**src/rtl/bcd_to_bin_seq.sv**
```systemverilog
// Sequential signed BCD-to-binary converter using reverse double-dabble, one bit per cycle.
// Define BCD_TO_BIN_SAT_EN to saturate bin_out on overflow instead of wrapping.
module bcd_to_bin_seq #(
    parameter int BITS   = 16,
    parameter int DIGITS = 6
) (
    input  logic                  clk,
    input  logic                  reset_n,
    input  logic                  start,
    input  logic [4*DIGITS-1:0]   bcd_in,
    input  logic                  in_sign,
    output logic                  busy,
    output logic                  done,
    output logic [BITS-1:0]       bin_out,
    output logic                  over,
    output logic                  err
);

    localparam int NB = 4 * DIGITS;
    localparam int W  = (NB > BITS) ? NB : BITS;
    localparam int CW = $clog2(NB + 1);
    localparam logic [CW-1:0] LAST      = CW'(NB - 1);
    localparam logic [W:0]    ONE_W     = {{W{1'b0}}, 1'b1};
    localparam logic [W:0]    NEG_LIMIT = ONE_W << (BITS - 1);
    localparam logic [W:0]    POS_LIMIT = NEG_LIMIT - ONE_W;

    typedef enum logic [1:0] {IDLE, CHECK, SHIFT, FINISH} state_t;

    state_t          state, state_next;
    logic [NB-1:0]   bcd_reg, acc;
    logic [NB-1:0]   bcd_shifted, bcd_fixed, acc_shifted;
    logic [CW-1:0]   count;
    logic            sign_reg;
    logic            err_flag;
    logic            bad_digit;
    logic [W:0]      mag;
    logic [BITS-1:0] mag_neg;
    logic            res_over;
    logic [BITS-1:0] res_bin;

    always_comb begin
        bad_digit = 1'b0;
        for (int i = 0; i < DIGITS; i++) begin
            if (bcd_reg[4*i +: 4] > 4'd9) begin
                bad_digit = 1'b1;
            end
        end
    end

    // One reverse double-dabble step: shift right, then pull each nibble back into BCD range.
    always_comb begin
        {bcd_shifted, acc_shifted} = {bcd_reg, acc} >> 1;
        bcd_fixed = bcd_shifted;
        for (int i = 0; i < DIGITS; i++) begin
            if (bcd_shifted[4*i +: 4] >= 4'd8) begin
                bcd_fixed[4*i +: 4] = bcd_shifted[4*i +: 4] - 4'd3;
            end
        end
    end

    always_comb begin
        mag      = (W+1)'(acc);
        mag_neg  = ~mag[BITS-1:0] + ONE_W[BITS-1:0];
        res_over = sign_reg ? (mag > NEG_LIMIT) : (mag > POS_LIMIT);
        res_bin  = sign_reg ? mag_neg : mag[BITS-1:0];
`ifdef BCD_TO_BIN_SAT_EN
        if (res_over) begin
            res_bin = sign_reg ? NEG_LIMIT[BITS-1:0] : POS_LIMIT[BITS-1:0];
        end
`else
        res_bin = res_bin;
`endif
    end

    always_ff @(posedge clk) begin
        if (!reset_n) begin
            state <= IDLE;
        end else begin
            state <= state_next;
        end
    end

    always_comb begin
        state_next = state;
        case (state)
            IDLE:    if (start) state_next = CHECK;
            CHECK:   state_next = bad_digit ? FINISH : SHIFT;
            SHIFT:   if (count == LAST) state_next = FINISH;
            FINISH:  state_next = IDLE;
            default: state_next = IDLE;
        endcase
    end

    // busy stays set through FINISH so it overlaps the done cycle, then follows start in IDLE.
    always_ff @(posedge clk) begin
        if (!reset_n) begin
            busy     <= 1'b0;
            done     <= 1'b0;
            bin_out  <= '0;
            over     <= 1'b0;
            err      <= 1'b0;
            acc      <= '0;
            bcd_reg  <= '0;
            count    <= '0;
            sign_reg <= 1'b0;
            err_flag <= 1'b0;
        end else begin
            done <= 1'b0;
            case (state)
                IDLE: begin
                    busy <= start;
                    if (start) begin
                        bcd_reg  <= bcd_in;
                        sign_reg <= in_sign;
                        acc      <= '0;
                        err_flag <= 1'b0;
                    end
                end
                CHECK: begin
                    count    <= '0;
                    err_flag <= bad_digit;
                end
                SHIFT: begin
                    bcd_reg <= bcd_fixed;
                    acc     <= acc_shifted;
                    count   <= count + CW'(1);
                end
                FINISH: begin
                    done <= 1'b1;
                    err  <= err_flag;
                    if (err_flag) begin
                        bin_out <= '0;
                        over    <= 1'b0;
                    end else begin
                        bin_out <= res_bin;
                        over    <= res_over;
                    end
                end
                default: ;
            endcase
        end
    end

endmodule

```
**config.mk**
```make
export PLATFORM = sky130hd
export DESIGN_NAME = bcd_to_bin_seq
export DESIGN_NICKNAME = d
export VERILOG_FILES = /design/src/rtl/bcd_to_bin_seq.sv
export SDC_FILE = /design/constraint.sdc
export NUM_CORES = 1
export LEC_CHECK = 0
export ABC_CLOCK_PERIOD_IN_PS = 4100
export CORE_AREA = 2 2 88 90
export DETAILED_ROUTE_END_ITERATION = 10
export DIE_AREA = 0 0 90 92
export PLACE_DENSITY = 0.79
export SLEW_MARGIN = 5
export SYNTH_ARGS = -nofsm -noshare
export SYNTH_HDL_FRONTEND = slang
export SYNTH_SLANG_ARGS = --single-unit
```
**constraint.sdc**
```tcl
create_clock -name clk -period 4.1 [get_ports clk]
set_input_delay 0.82 -clock clk [delete_from_list [all_inputs] [get_ports clk]]
set_output_delay 0.82 -clock clk [all_outputs]
set_load 0.01 [all_outputs]
```
* Yosys cells after proc, flatten, opt, wreduce, memory -nomap -nowiden
Cells that the tools add are included.
Operators by class: bitwise gates (word level) 1, magnitude comparators 14, eq/ne operators 6, multiplexer cells 28, $add $sub $neg 8, reductions and logical operators 8
Operator list (number):
- $pmux W24 S2 | 2
- $mux W24 | 2
- $mux W16 | 2
- $gt A24 B15 Y1 const B | 1
- $gt A24 B16 Y1 const B | 1
- $gt A4 B4 Y1 const B | 6
- $mux W4 | 6
- $ge A4 B4 Y1 const B | 5
- $sub A4 B2 Y4 const B | 5
- $add A16 B1 Y16 const B | 1
- $not A16 Y16 | 1
- $mux W1 | 11
- $pmux W5 S2 | 1
- $pmux W2 S4 | 1
- $reduce_and A2 Y1 | 4
- $reduce_bool A2 Y1 | 3
- $add A5 B1 Y5 const B | 1
- $eq A5 B5 Y1 const B | 1
- $eq A2 B2 Y1 const B | 2
- $ge A3 B4 Y1 const B | 1
- $mux W2 | 2
- $ne A2 B2 Y1 const B | 2
- $sub A3 B2 Y4 const B | 1
- $eq A2 B1 Y1 const B | 1
- 2 further kinds | 2
Storage, ports and cells: output and inout bits 20, input port bits 28, logic and storage cells 76, flip-flop bits (word level) 77

* Depth between registers and ports, before layout
Gate-level depths: netlist of run 1.
word-level depth 9, gate-level depth with buffers 9, depth with buffers taken out 6

* Worst setup path before layout of run 1
No wires, ideal clock.
path type in2reg, start input port reset_n, end register bin_out[15], arrival time 1.797 ns, setup time 0.067 ns, slack 2.236 ns, data required time 4.033 ns, cell stages on the path 6, path buffers 2, cell sequence clkbuf_1 -> inv_2 -> nor2_1 -> clkbuf_1 -> nand2_1 -> o21ai_2
RTL lines:
- start, declared | line 8 | input logic reset_n,
- end signal, assigned | line 135 | bin_out <= res_bin;
- end, declared | line 14 | output logic [BITS-1:0] bin_out,

* Worst setup path in the final report of run 1
start input port start, end register acc[22]
On the way: cells in the longest elaborated chain, start to end 2
Ends and longest elaborated chain:
- start, declared | line 9 | input logic start,
- $ne A2 B2 Y1 (no source line)
- $reduce_and A2 Y1 (no source line)
- end signal, assigned | line 125 | acc <= acc_shifted;
- end, declared | line 30 | logic [NB-1:0] bcd_reg, acc;
Every way passes these cells. A chain may end at the register's enable or synchronous reset.

==> run metrics, run 1 <==
Die Height 92 um; Num CTS Buffers 9; Area after DPL 4284 sq um; Critical Path Source Type primary input; Final period util 53.72%; synth unique cells 43; Max Clock Freq 454.0 MHz; Worst EP required 4.39 ns; R2R depth 6; number of port buffers 47; register area share after synthesis 40.97%; CTS clock-pin slew for the worst setup and hold paths 0.09 ns; # diodes 0; CTS Hold Buffers Added 0; routed vias 3133; cell count after placement 553; Remaining Overflow, GRT 0; Seq. cell area 1541 sq um; row count 32; CTS tree built; nets 506; largest net degree at the start of global routing 51; drt total wl 7886 um; RSZ-0062 raised after global routing no; setup TNS 0 ns; I/O pin cnt 48; Min-Delay Startpoint bin_out[11]$_SDFFE_PN0P_; Synth top area share 40.97%; P_leak 1.633 nW; worst hold path cell count 2; Hold Crit Class register to register; Least-Margin Pin Slew 0.8152 ns; number of global-route vias before repair 2990; CP Data Arrival Time 2.49 ns; setup bufs post-CTS 0; CP max FO 24; Starting Density 50.52%; # clock sinks 77; die width 90 um; run status finished clean; Clock Latency Late Sink 0.36 ns; CP endpoint kind register; CTS root buffer clkbuf_8; first-pass GRT wire length 13630 um; post-place setup slack 1.520 ns; post-CTS resize count 0; R2R Setup Slk 2.04 ns; GRT Util Overall 20.05%; Slew Viols, Final 0; # H-tree levels 3; DR iter-0 viols 200; Worst Hold End bin_out[11]$_SDFFE_PN0P_; post-synthesis register bit count 77; layout cells sized above 1 9.422%; multi-input logic area 2036 sq um; ranking of synthesized cells by area dfxtp_1 (41%), ha_1 (5.3%), a22oi_1 (4.8%); average wire per standard cell 13.86 um; Cell Area, Synth 3762 sq um; R2R Path Start state[0]$_SDFFE_PN0P_; post-route setup slack 1.898 ns; Post-Route Utilization 60.50%; Detailed Routing Iterations Pass 1 5; DR DRC count 0; final total power 2.632 mW; core box area 7447 sq um; Routed Antenna Nets 0; Final setup violation count 0; initial antenna violation count 0; Avg Inst Size Synth 8.770 sq um; Final min period 2.202 ns; GPL Wtd Cong 0.8026; Final Instance Area 4506 sq um; number of fill cells in the layout 667; Fin Clk Skew 0.008938 ns; CTS max path bufs 2; Worst Path Class, Setup primary input to register; Via density 5.506; Max Cap Viol 0; Worst Hold Margin 0.4501 ns; hpwl dp 5386 um; Post-Layout Cell Count 569; Ys Warns 0; Final Hold Fails 0; r2r endpoint acc[22]$_SDFFE_PN0P_; synthesized instance count 429; Layout area overhead 19.75%; P per Cell Area 584.1 nW/um^2; cell taking the most area after synthesis dfxtp_1; die area 8280 sq um; syn nets 473; Slew headroom 45.65%; maximum vdd drop 318.5 uV
power breakdown:
part,internal (mW),leakage [nW],switching [mW],total (mW)
Sequential,0.872,0.626,0.162,1.03
Clock,0.346,0.106,0.295,0.641
Combinational,0.393,0.901,0.564,0.958
metal layers:
layer | track usage, % | vias to the layer above | wire, um
met5 | 0 | - | 0
li1 | - | 1570 | -
met3 | 3.040 | 11 | 241
met4 | 9.231 | 0 | 151
met2 | 35.15 | 57 | 4016
met1 | 24.26 | 1495 | 3476
worst max path at each step:
stage	startpoint	endpoint	slack, ns	cells past startpoint
finish	start	acc[22]$_SDFFE_PN0P_	1.90	5
global route	start	acc[22]$_SDFFE_PN0P_	1.69	5
CTS	start	acc[5]$_SDFFE_PN0P_	1.88	5
detailed placement	reset_n	over$_SDFFE_PN0P_	1.52	5
global placement	reset_n	over$_SDFFE_PN0P_	1.52	5
floorplan	reset_n	bin_out[15]$_SDFFE_PN0P_	2.24	6
cells in the mapped netlist:
master	instances
inv_1	18
nand2_1	46
a2bb2oi_1	1
o211ai_1	15
inv_2	1
o21ai_2	1
nor4_1	3
or4_1	2
mux2_2	5
nor2b_1	3
or3_2	1
a211oi_1	4
or3_1	2
o32ai_1	1
nand3_1	7
buf_2	6
o31ai_1	6
a21oi_1	22
nor2_1	39
o22ai_1	2
nand3b_1	1
or2_2	1
clkbuf_1	24
nand4b_1	1
o21ai_1	6
o221a_2	5
a221o_1	1
and2_1	4
or3b_2	1
a22oi_1	24
xnor2_1	13
nand4_1	3
or4_4	1
o41ai_2	4
nor3b_1	1
nand2b_1	10
o41ai_1	1
xor2_1	15
o41ai_4	1
ha_1	16
dfxtp_1	77
o21ai_0	22
mux2i_1	12
final cells by class:
class / instances / area share (%)
flip-flops and latches: 77 / 34.21
clock inverters: 7 / 2.166
clock buffers: 9 / 2.749
multi-input cells: 303 / 45.18
repair buffers: 52 / 11.27
inverters: 19 / 1.583
well taps: 102 / 2.833
kinds of logic after synthesis:
logic type	after synthesis	synth area share, %
and+or+nand+nor	126	15.50
AOI/OAI and AO/OA	116	21.92
DFF	77	40.97
buffers and inverters	49	5.088
xor gates and xnor gates	28	6.518
muxes	17	4.689
adders and majority gates	16	5.321
cell usage in the layout, fill, tap and decap left out, types with 6 or more instances in the layout:
master,instances
nand2b_1,10
a21oi_1,22
o21ai_0,22
mux2i_1,12
clkbuf_8,9
inv_1,18
a22oi_1,24
nor2_1,39
clkdlybuf4s50_1,47
xnor2_1,13
nand2_1,46
o31ai_1,6
xor2_1,15
o211ai_1,15
dfxtp_1,77
nand3_1,7
ha_1,15
worst max-delay path: stages:
cell and delay (ns):
clkdlybuf4s50_1 0.51, nand2b_1 0.16, and2_1 0.68, a22oi_1 0.17, nor2_1 0.15
(Power assumes the default switching activity.)
==> run 2: changes to the inputs <==
--- a/config.mk
+++ b/config.mk
@@ -5,7 +5,7 @@
 export SDC_FILE = /design/constraint.sdc
 export NUM_CORES = 1
 export LEC_CHECK = 0
-export ABC_CLOCK_PERIOD_IN_PS = 4100
+export ABC_CLOCK_PERIOD_IN_PS = 2300
 export CORE_AREA = 2 2 88 90
 export DETAILED_ROUTE_END_ITERATION = 10
 export DIE_AREA = 0 0 90 92
==> constraint.sdc (replaced) <==
create_clock -name clk -period 2.3 [get_ports clk]
set_input_delay 0.46 -clock clk [delete_from_list [all_inputs] [get_ports clk]]
set_output_delay 0.46 -clock clk [all_outputs]
set_load 0.01 [all_outputs]
==> run metrics, run 2 (synthesis gave the netlist of run 1 again) <==
core box area 7447 sq um; final total power 4.635 mW; Die Height 92 um; Worst Path Buf+Inv 1; initial antenna violation count 0; delay-heaviest family, CP simple AND/OR/NAND/NOR gates; setup TNS 0 ns; Starting Density 50.52%; CP endpoint kind register; crit-path max cell delay 0.69 ns; row count 32; layout cells sized above 1 9.787%; die area 8280 sq um; routed vias 3090; Detailed Routing Iterations Pass 1 4; RSZ-0062 raised after global routing no; P per Cell Area 1022 nW/um^2; CP Data Arrival Time 2.32 ns; # diodes 0; number of global-route vias before repair 2947; CTS max path bufs 2; Max Clock Freq 491.0 MHz; Seq. cell area 1541 sq um; CTS tree built; Via density 5.402; # H-tree levels 3; I/O pin cnt 48; CP endpoint acc[1]$_SDFFE_PN0P_; Critical Path Source Type register; Levels on crit path 6; setup bufs post-CTS 0; DR DRC count 0; Routed Antenna Nets 0; die width 90 um; DR iter-0 viols 163; r2r endpoint acc[1]$_SDFFE_PN0P_; nets 509; CP max-delay cell and2_1; R2R depth 6; Worst setup startpoint state[0]$_SDFFE_PN0P_; post-CTS resize count 0; Layout area overhead 20.55%; most frequent cells in the layout dfxtp_1 (77), clkdlybuf4s50_1 (47), nand2_1 (46); Fin Clk Skew 0.01019 ns; number of port buffers 47; Hold Crit Class register to register; number of fill cells in the layout 649; Worst Path Class, Setup register to register; first-pass GRT wire length 13340 um; CTS clock-pin slew for the worst setup and hold paths 0.08 ns; Final Hold Fails 0; R2R Setup Slk 0.26 ns; GRT Util Overall 19.25%; Final setup violation count 0; CTS Hold Buffers Added 0; P_leak 1.646 nW; GPL Wtd Cong 0.7807; Post-Route Utilization 60.90%; CTS root buffer clkbuf_8; # clock sinks 77; Slew headroom 44.30%; Final period util 88.54%; CP Cell Sequence inv_1 -> ha_1 -> nand2b_1 -> and2_1 -> a22oi_1 -> nor2_1; maximum vdd drop 596.7 uV; Num CTS Buffers 9; post-route setup slack 0.2635 ns; hpwl dp 5374 um; commonest non-fill, non-tap cell in the layout dfxtp_1; Worst EP required 2.58 ns; Least-Margin Pin Slew 0.8355 ns; Remaining Overflow, GRT 0; Min-Delay Startpoint bin_out[12]$_SDFFE_PN0P_; Max Cap Viol 0; run status finished clean; drt total wl 7751 um; largest net degree at the start of global routing 51; Slew Viols, Final 0; average wire per standard cell 13.55 um; CP max FO 24; Clock Latency Late Sink 0.34 ns; R2R Path Start state[0]$_SDFFE_PN0P_; post-place setup slack 0.1194 ns; Final min period 2.036 ns; multi-input logic area 2036 sq um
[run 2: changes by cell type in the layout (fill, tap and decap cells not counted), sizes merged]
cell / previous run / this run
inv: 21 / 19
clkbuf: 9 / 10
bufinv: 2 / 1
buf: 5 / 8
clkinv: 1 / 3
[run 2: worst min path at each step]
stage	endpoint	slack (ns)	depth (start not counted)
6_report	bin_out[12]$_SDFFE_PN0P_	0.45	2
5_1_grt	bin_out[9]$_SDFFE_PN0P_	0.48	2
4_1_cts	bin_out[12]$_SDFFE_PN0P_	0.45	2
3_5_place_dp	bin_out[12]$_SDFFE_PN0P_	0.44	2
3_3_place_gp	bin_out[14]$_SDFFE_PN0P_	0.44	2
2_1_floorplan	bcd_reg[0]$_SDFFE_PN0P_	0.43	2
[run 2: per-layer routing]
layer | vias to the layer above | global-route usage (%) | part of all wire (%) | wire [um]
met5 | - | 0 | 0 | 0
met4 | 0 | 6.538 | 1.6 | 126
met3 | 12 | 4.437 | 3.5 | 273
met2 | 60 | 33.52 | 48 | 3726
met1 | 1446 | 23.45 | 47 | 3624
li1 | 1572 | - | - | -
[run 2: layout make-up]
| cell class | instances | share of cell area [%] |
|---|---|---|
| multi-input combinational | 303 | 44.88 |
| sequential | 77 | 33.99 |
| timing repair buffer | 55 | 12.52 |
| clock buffer | 10 | 2.814 |
| tap | 102 | 2.814 |
| inverter | 19 | 1.572 |
| clock inverter | 6 | 1.407 |
[run 2: where the power goes]
part           internal (mW)  switching (mW)  total, mW
clock                  0.500           0.504       1.00
sequential              1.55           0.274       1.83
combinational          0.771            1.03       1.80
total                   2.83            1.81       4.64
[run 2: through the flow]
step | hold slack (ns) | cells | area (sq um)
finish | 0.4472 | 572 | 4536
global route | 0.4758 | 572 | 4536
CTS | 0.4511 | 572 | 4536
detailed placement | 0.4396 | 556 | 4344
global placement | 0.4354 | 556 | 4344
floorplan | 0.4316 | 429 | 3762
[run 2: worst register-to-register path, stage by stage (launching register included)]
cell	delay [ns]
dfxtp_1	0.39
inv_1	0.11
ha_1	0.33
nand2b_1	0.16
and2_1	0.69
a22oi_1	0.17
nor2_1	0.13
==> variant 1, RTL diff (flow settings as in run 2) <==
Reset style: asynchronous (`reset_n`), changed in 2 clocked blocks.
--- a/src/rtl/bcd_to_bin_seq.sv
+++ b/src/rtl/bcd_to_bin_seq.sv
@@ -74,3 +74,3 @@
 
-    always_ff @(posedge clk) begin
+    always_ff @(posedge clk or negedge reset_n) begin
         if (!reset_n) begin
@@ -94,3 +94,3 @@
     // busy stays set through FINISH so it overlaps the done cycle, then follows start in IDLE.
-    always_ff @(posedge clk) begin
+    always_ff @(posedge clk or negedge reset_n) begin
         if (!reset_n) begin
Behaviour: differs if reset_n is asserted again (counterexample within 4 cycles, from zero or initial values and one cycle with reset_n low); with reset_n held inactive, the same outputs for 10 cycles.
==> variant 1 against run 2 <==
  * Power rose by 19%
  * Routed wire length rose by 4.6%
  * Die area did not move
  * Fmax rose by 6.3%
  * Final cell count fell by 4.7%
  * Worst setup slack improved by 0.12 ns
  * Global-route usage rose by 1.9 points
  * Sequential cell count did not move
  * Area after synthesis rose by 4.6%
  * Cell area rose by 5.2%
==> variant 1: results (changes against run 2) <==
run_status:
  status: "complete, no violations"
route:
  avgViaCountPerCell: 5.59  # +3.4%
  drt-wirelength-per-cell_um: 14.9  # +9.8%
  drtIter0Drc: 97  # -40%
synthesis:
  syn_inst: 388  # -9.6%
  yosysSeqAreaShare: 0.490  # +0.0798
  synthFlopType: "dfrtp_1"
  synthArstFlopShare: 1.00  # +1.00
  synth_area_leaders: "dfrtp_1 (49%), a22o_1 (6.9%), o21ai_0 (6.0%), ha_1 (5.1%), xnor2_1 (4.9%)"
  synthTopCellsByCount: "dfrtp_1 (77), o21ai_0 (47), a22o_1 (31), nand2_1 (24)"
  yosysWarnings: 0  # unchanged
  syn_nets: 432  # -8.7%
  post_synth_num_cell_types: 42  # -2.3%
worst_setup_path:
  cp_slowest_cell: "dfrtp_1"
  slowest_delay_ns: 0.41  # -0.28 ns
  r2r_slack_ns: 0.38  # +0.12 ns
  cp_top_family: "buffers and inverters"
  r2r-end: "bcd_reg[2]$_DFFE_PN0P_"
  cp_max_fo: 27  # +13%
  reg2reg_from: "state[0]$_DFFE_PN0P_"
placed_design:
  io_buffers: 47  # unchanged
  hpwl_um: 5810  # +8.1%
  gp_congestion: 0.829  # +6.1%
pwr:
  p_leak_nw: 2.14  # +30%
  ir_drop_v: 0.000829  # +39%
sta:
  fin_skew_ns: 0.0122  # +0.00198 ns
  max-slew-margin-rel: 0.565  # +0.122
layout:
  diodes: 0  # unchanged
  layout-drive-gt1-share: 0.0880  # -0.00984
  nets: 482  # -5.3%
global_route:
  use_met3: 0.0501  # +0.00575
  grtUsageMet1: 0.272  # +0.0378
  grt_pass1_vias: 2971  # +0.81%
  grtUsageMet2: 0.351  # +0.0157
  grtUsageTotal: 0.212  # +0.0193
  grt_first_pass_wirelength_um: 14000  # +4.9%
  grt_max_degree: 36  # -29%
min_path:
  hold_path.class: "input port to asynchronous set/reset pin"
## variant 1: layout make-up
class                      count  area [um^2]
timing repair buffer          61          573
sequential                    77         1930
tap                          102          128
multi-input combinational    265         1830
inverter                      24         90.1
fill                         609         2680
clock buffer                  11          141
clock inverter                 5         81.3
## variant 1: kinds of logic after synthesis
kind of cell    synth area share
buf+inv                   0.0458
compound gates             0.232
flops                      0.490
xor+xnor                  0.0489
mux                       0.0312
fa+ha+maj                 0.0509
simple gates               0.101
## variant 1: worst min-delay path by stage
| stage | from | endpoint |
|---|---|---|
| floorplan | reset_n | acc[0]$_DFFE_PN0P_ |
| global placement | reset_n | bin_out[5]$_DFFE_PN0P_ |
| detailed placement | reset_n | bin_out[5]$_DFFE_PN0P_ |
| CTS | reset_n | bcd_reg[20]$_DFFE_PN0P_ |
| global route | reset_n | bcd_reg[20]$_DFFE_PN0P_ |
| finish | reset_n | bin_out[5]$_DFFE_PN0P_ |
## variant 1: routing by layer
| layer | vias up | share of wire |
|---|---|---|
| li1 | 1501 | - |
| met5 | - | 0 |
| met1 | 1461 | 0.47 |
| met2 | 71 | 0.47 |
| met4 | 0 | 0.017 |
| met3 | 12 | 0.044 |
## variant 1: where the power goes
part | switching (mW) | total (mW) | internal [mW]
registers | 0.396 | 2.11 | 1.72
logic | 1.25 | 2.23 | 0.983
clock network | 0.505 | 1.15 | 0.643
total | 2.15 | 5.49 | 3.34
## variant 1: through the flow
stage / total power, mW / worst slack [ns] / instance area, um^2 / instances / hold slack (ns)
2_1_floorplan: 3.65 / 0.282 / 3940 / 388 / 0.164
5_1_grt: 5.92 / 0.121 / 4770 / 545 / 0.0654
4_1_cts: 5.53 / 0.341 / 4770 / 545 / 0.0521
3_5_place_dp: 4.38 / 0.314 / 4550 / 529 / 0.432
6_report: 5.49 / 0.384 / 4770 / 545 / 0.0413
3_3_place_gp: 4.28 / 0.382 / 4550 / 529 / 0.433
==> variant 2, RTL diff (flow settings as in run 2) <==
Without the edit above. The parameter `DIGITS` goes from 6 to 7.
--- a/src/rtl/bcd_to_bin_seq.sv
+++ b/src/rtl/bcd_to_bin_seq.sv
@@ -4,3 +4,3 @@
     parameter int BITS   = 16,
-    parameter int DIGITS = 6
+    parameter int DIGITS = 7
 ) (
Interface: changed (resized bcd_in); port bits go from 48 to 52. No check against the original RTL was run, so the function may have changed too.
==> variant 2 against run 2 <==
  * Cell area grew 9.2%
  * Clock power shrank 6%
  * Non-clock buffer count grew 6
  * Routed wire length grew 15%
  * Synthesized cell count grew 11%
  * Sequential cell count grew 8
  * Clock skew grew 0.00077 ns
  * Area after synthesis grew 11%
  * Worst setup slack gained 0.083 ns
  * Power grew 6.8%
==> variant 2: results (changes against run 2) <==
placed_design:
  dpl.cell_count: 607  # +9.2%
  hpwl_um: 6210  # +16%
  place_area_um2: 4790  # +10%
  gp_congestion: 0.794  # +1.7%
  io_buffers: 51  # +8.5%
  dp_slack_ns: 0.285  # +0.166 ns
worst_setup_path:
  cp_max_fo: 55  # +130%
  cp_slowest_cell: "ha_1"
route:
  wl_met3_um: 333  # +22%
  drtIter0Drc: 160  # -1.8%
  wl_met1_um: 4160  # +15%
synthesis:
  syn_nets: 528  # +12%
  synth-compound-area-share: 0.216  # -0.00274
  post_synth_num_cell_types: 48  # +12%
  synthXorXnorAreaFrac: 0.0631  # -0.00206
  synthTopCellsByCount: "dfxtp_1 (85), nand2_1 (53), nor2_1 (43), a22oi_1 (28), a21oi_1 (25)"
  avgSynthCellArea_um2: 8.71  # -0.70%
  muxShareOfSynthArea: 0.0451  # -0.00180
  synthAdderAreaFrac: 0.0541  # +0.000894
  syn_inst: 478  # +11%
pwr:
  p_int_mw: 3.00  # +6.1%
  powerComb_mw: 1.99  # +11%
  ir_drop_v: 0.000481  # -19%
  switchingPower_mw: 1.95  # +7.9%
  seqPwrFrac: 0.409  # +0.014
global_route:
  grt_first_pass_wirelength_um: 15200  # +14%
  grt_pass1_vias: 3345  # +14%
  grtUsageMet2: 0.371  # +0.0357
  grtUsageTotal: 0.221  # +0.0287
  grtUsageMet1: 0.279  # +0.0444
layout:
  clkbuf_count: 12  # +2
  seqCellArea_um2: 1700  # +10%
  nFillCells: 655  # +0.92%
  clock_area_frac: 0.0336  # -0.00861
  layout-drive-gt1-share: 0.0885  # -0.00941
  buffers: 61  # +11%
  final-nonclk-buf-share: 0.126  # +0.000548
  nets: 566  # +11%
clock_tree:
  insertion_delay_ns: 0.36  # +0.02 ns
sta:
  max-slew-margin-rel: 0.541  # +0.0977
run_status:
  status: "complete, no violations"
variant 2: metrics by stage:
step | hold WS (ns) | util
after CTS | 0.453 | 0.665
after global routing | 0.486 | 0.665
after detailed placement | 0.442 | 0.643
after floorplan | 0.432 | -
final | 0.452 | 0.665
after global placement | 0.437 | 0.643
variant 2: worst reg2reg max path, cell delays in order, from the launching register on:
cell	delay (ns)
dfxtp_1	0.35
inv_1	0.14
ha_1	0.42
nand2b_1	0.20
o21ai_4	0.14
buf_12	0.28
a21oi_1	0.09
o221a_2	0.24
variant 2: worst paths after layout:
kind,start,slack [ns],depth (start not counted),end
setup / recovery,state[0]$_SDFFE_PN0P_,0.35,7,bcd_reg[19]$_SDFFE_PN0P_
hold / removal,bin_out[9]$_SDFFE_PN0P_,0.45,2,bin_out[9]$_SDFFE_PN0P_
setup reg to reg,state[0]$_SDFFE_PN0P_,0.35,7,bcd_reg[19]$_SDFFE_PN0P_
hold reg to reg,bin_out[9]$_SDFFE_PN0P_,0.45,2,bin_out[9]$_SDFFE_PN0P_
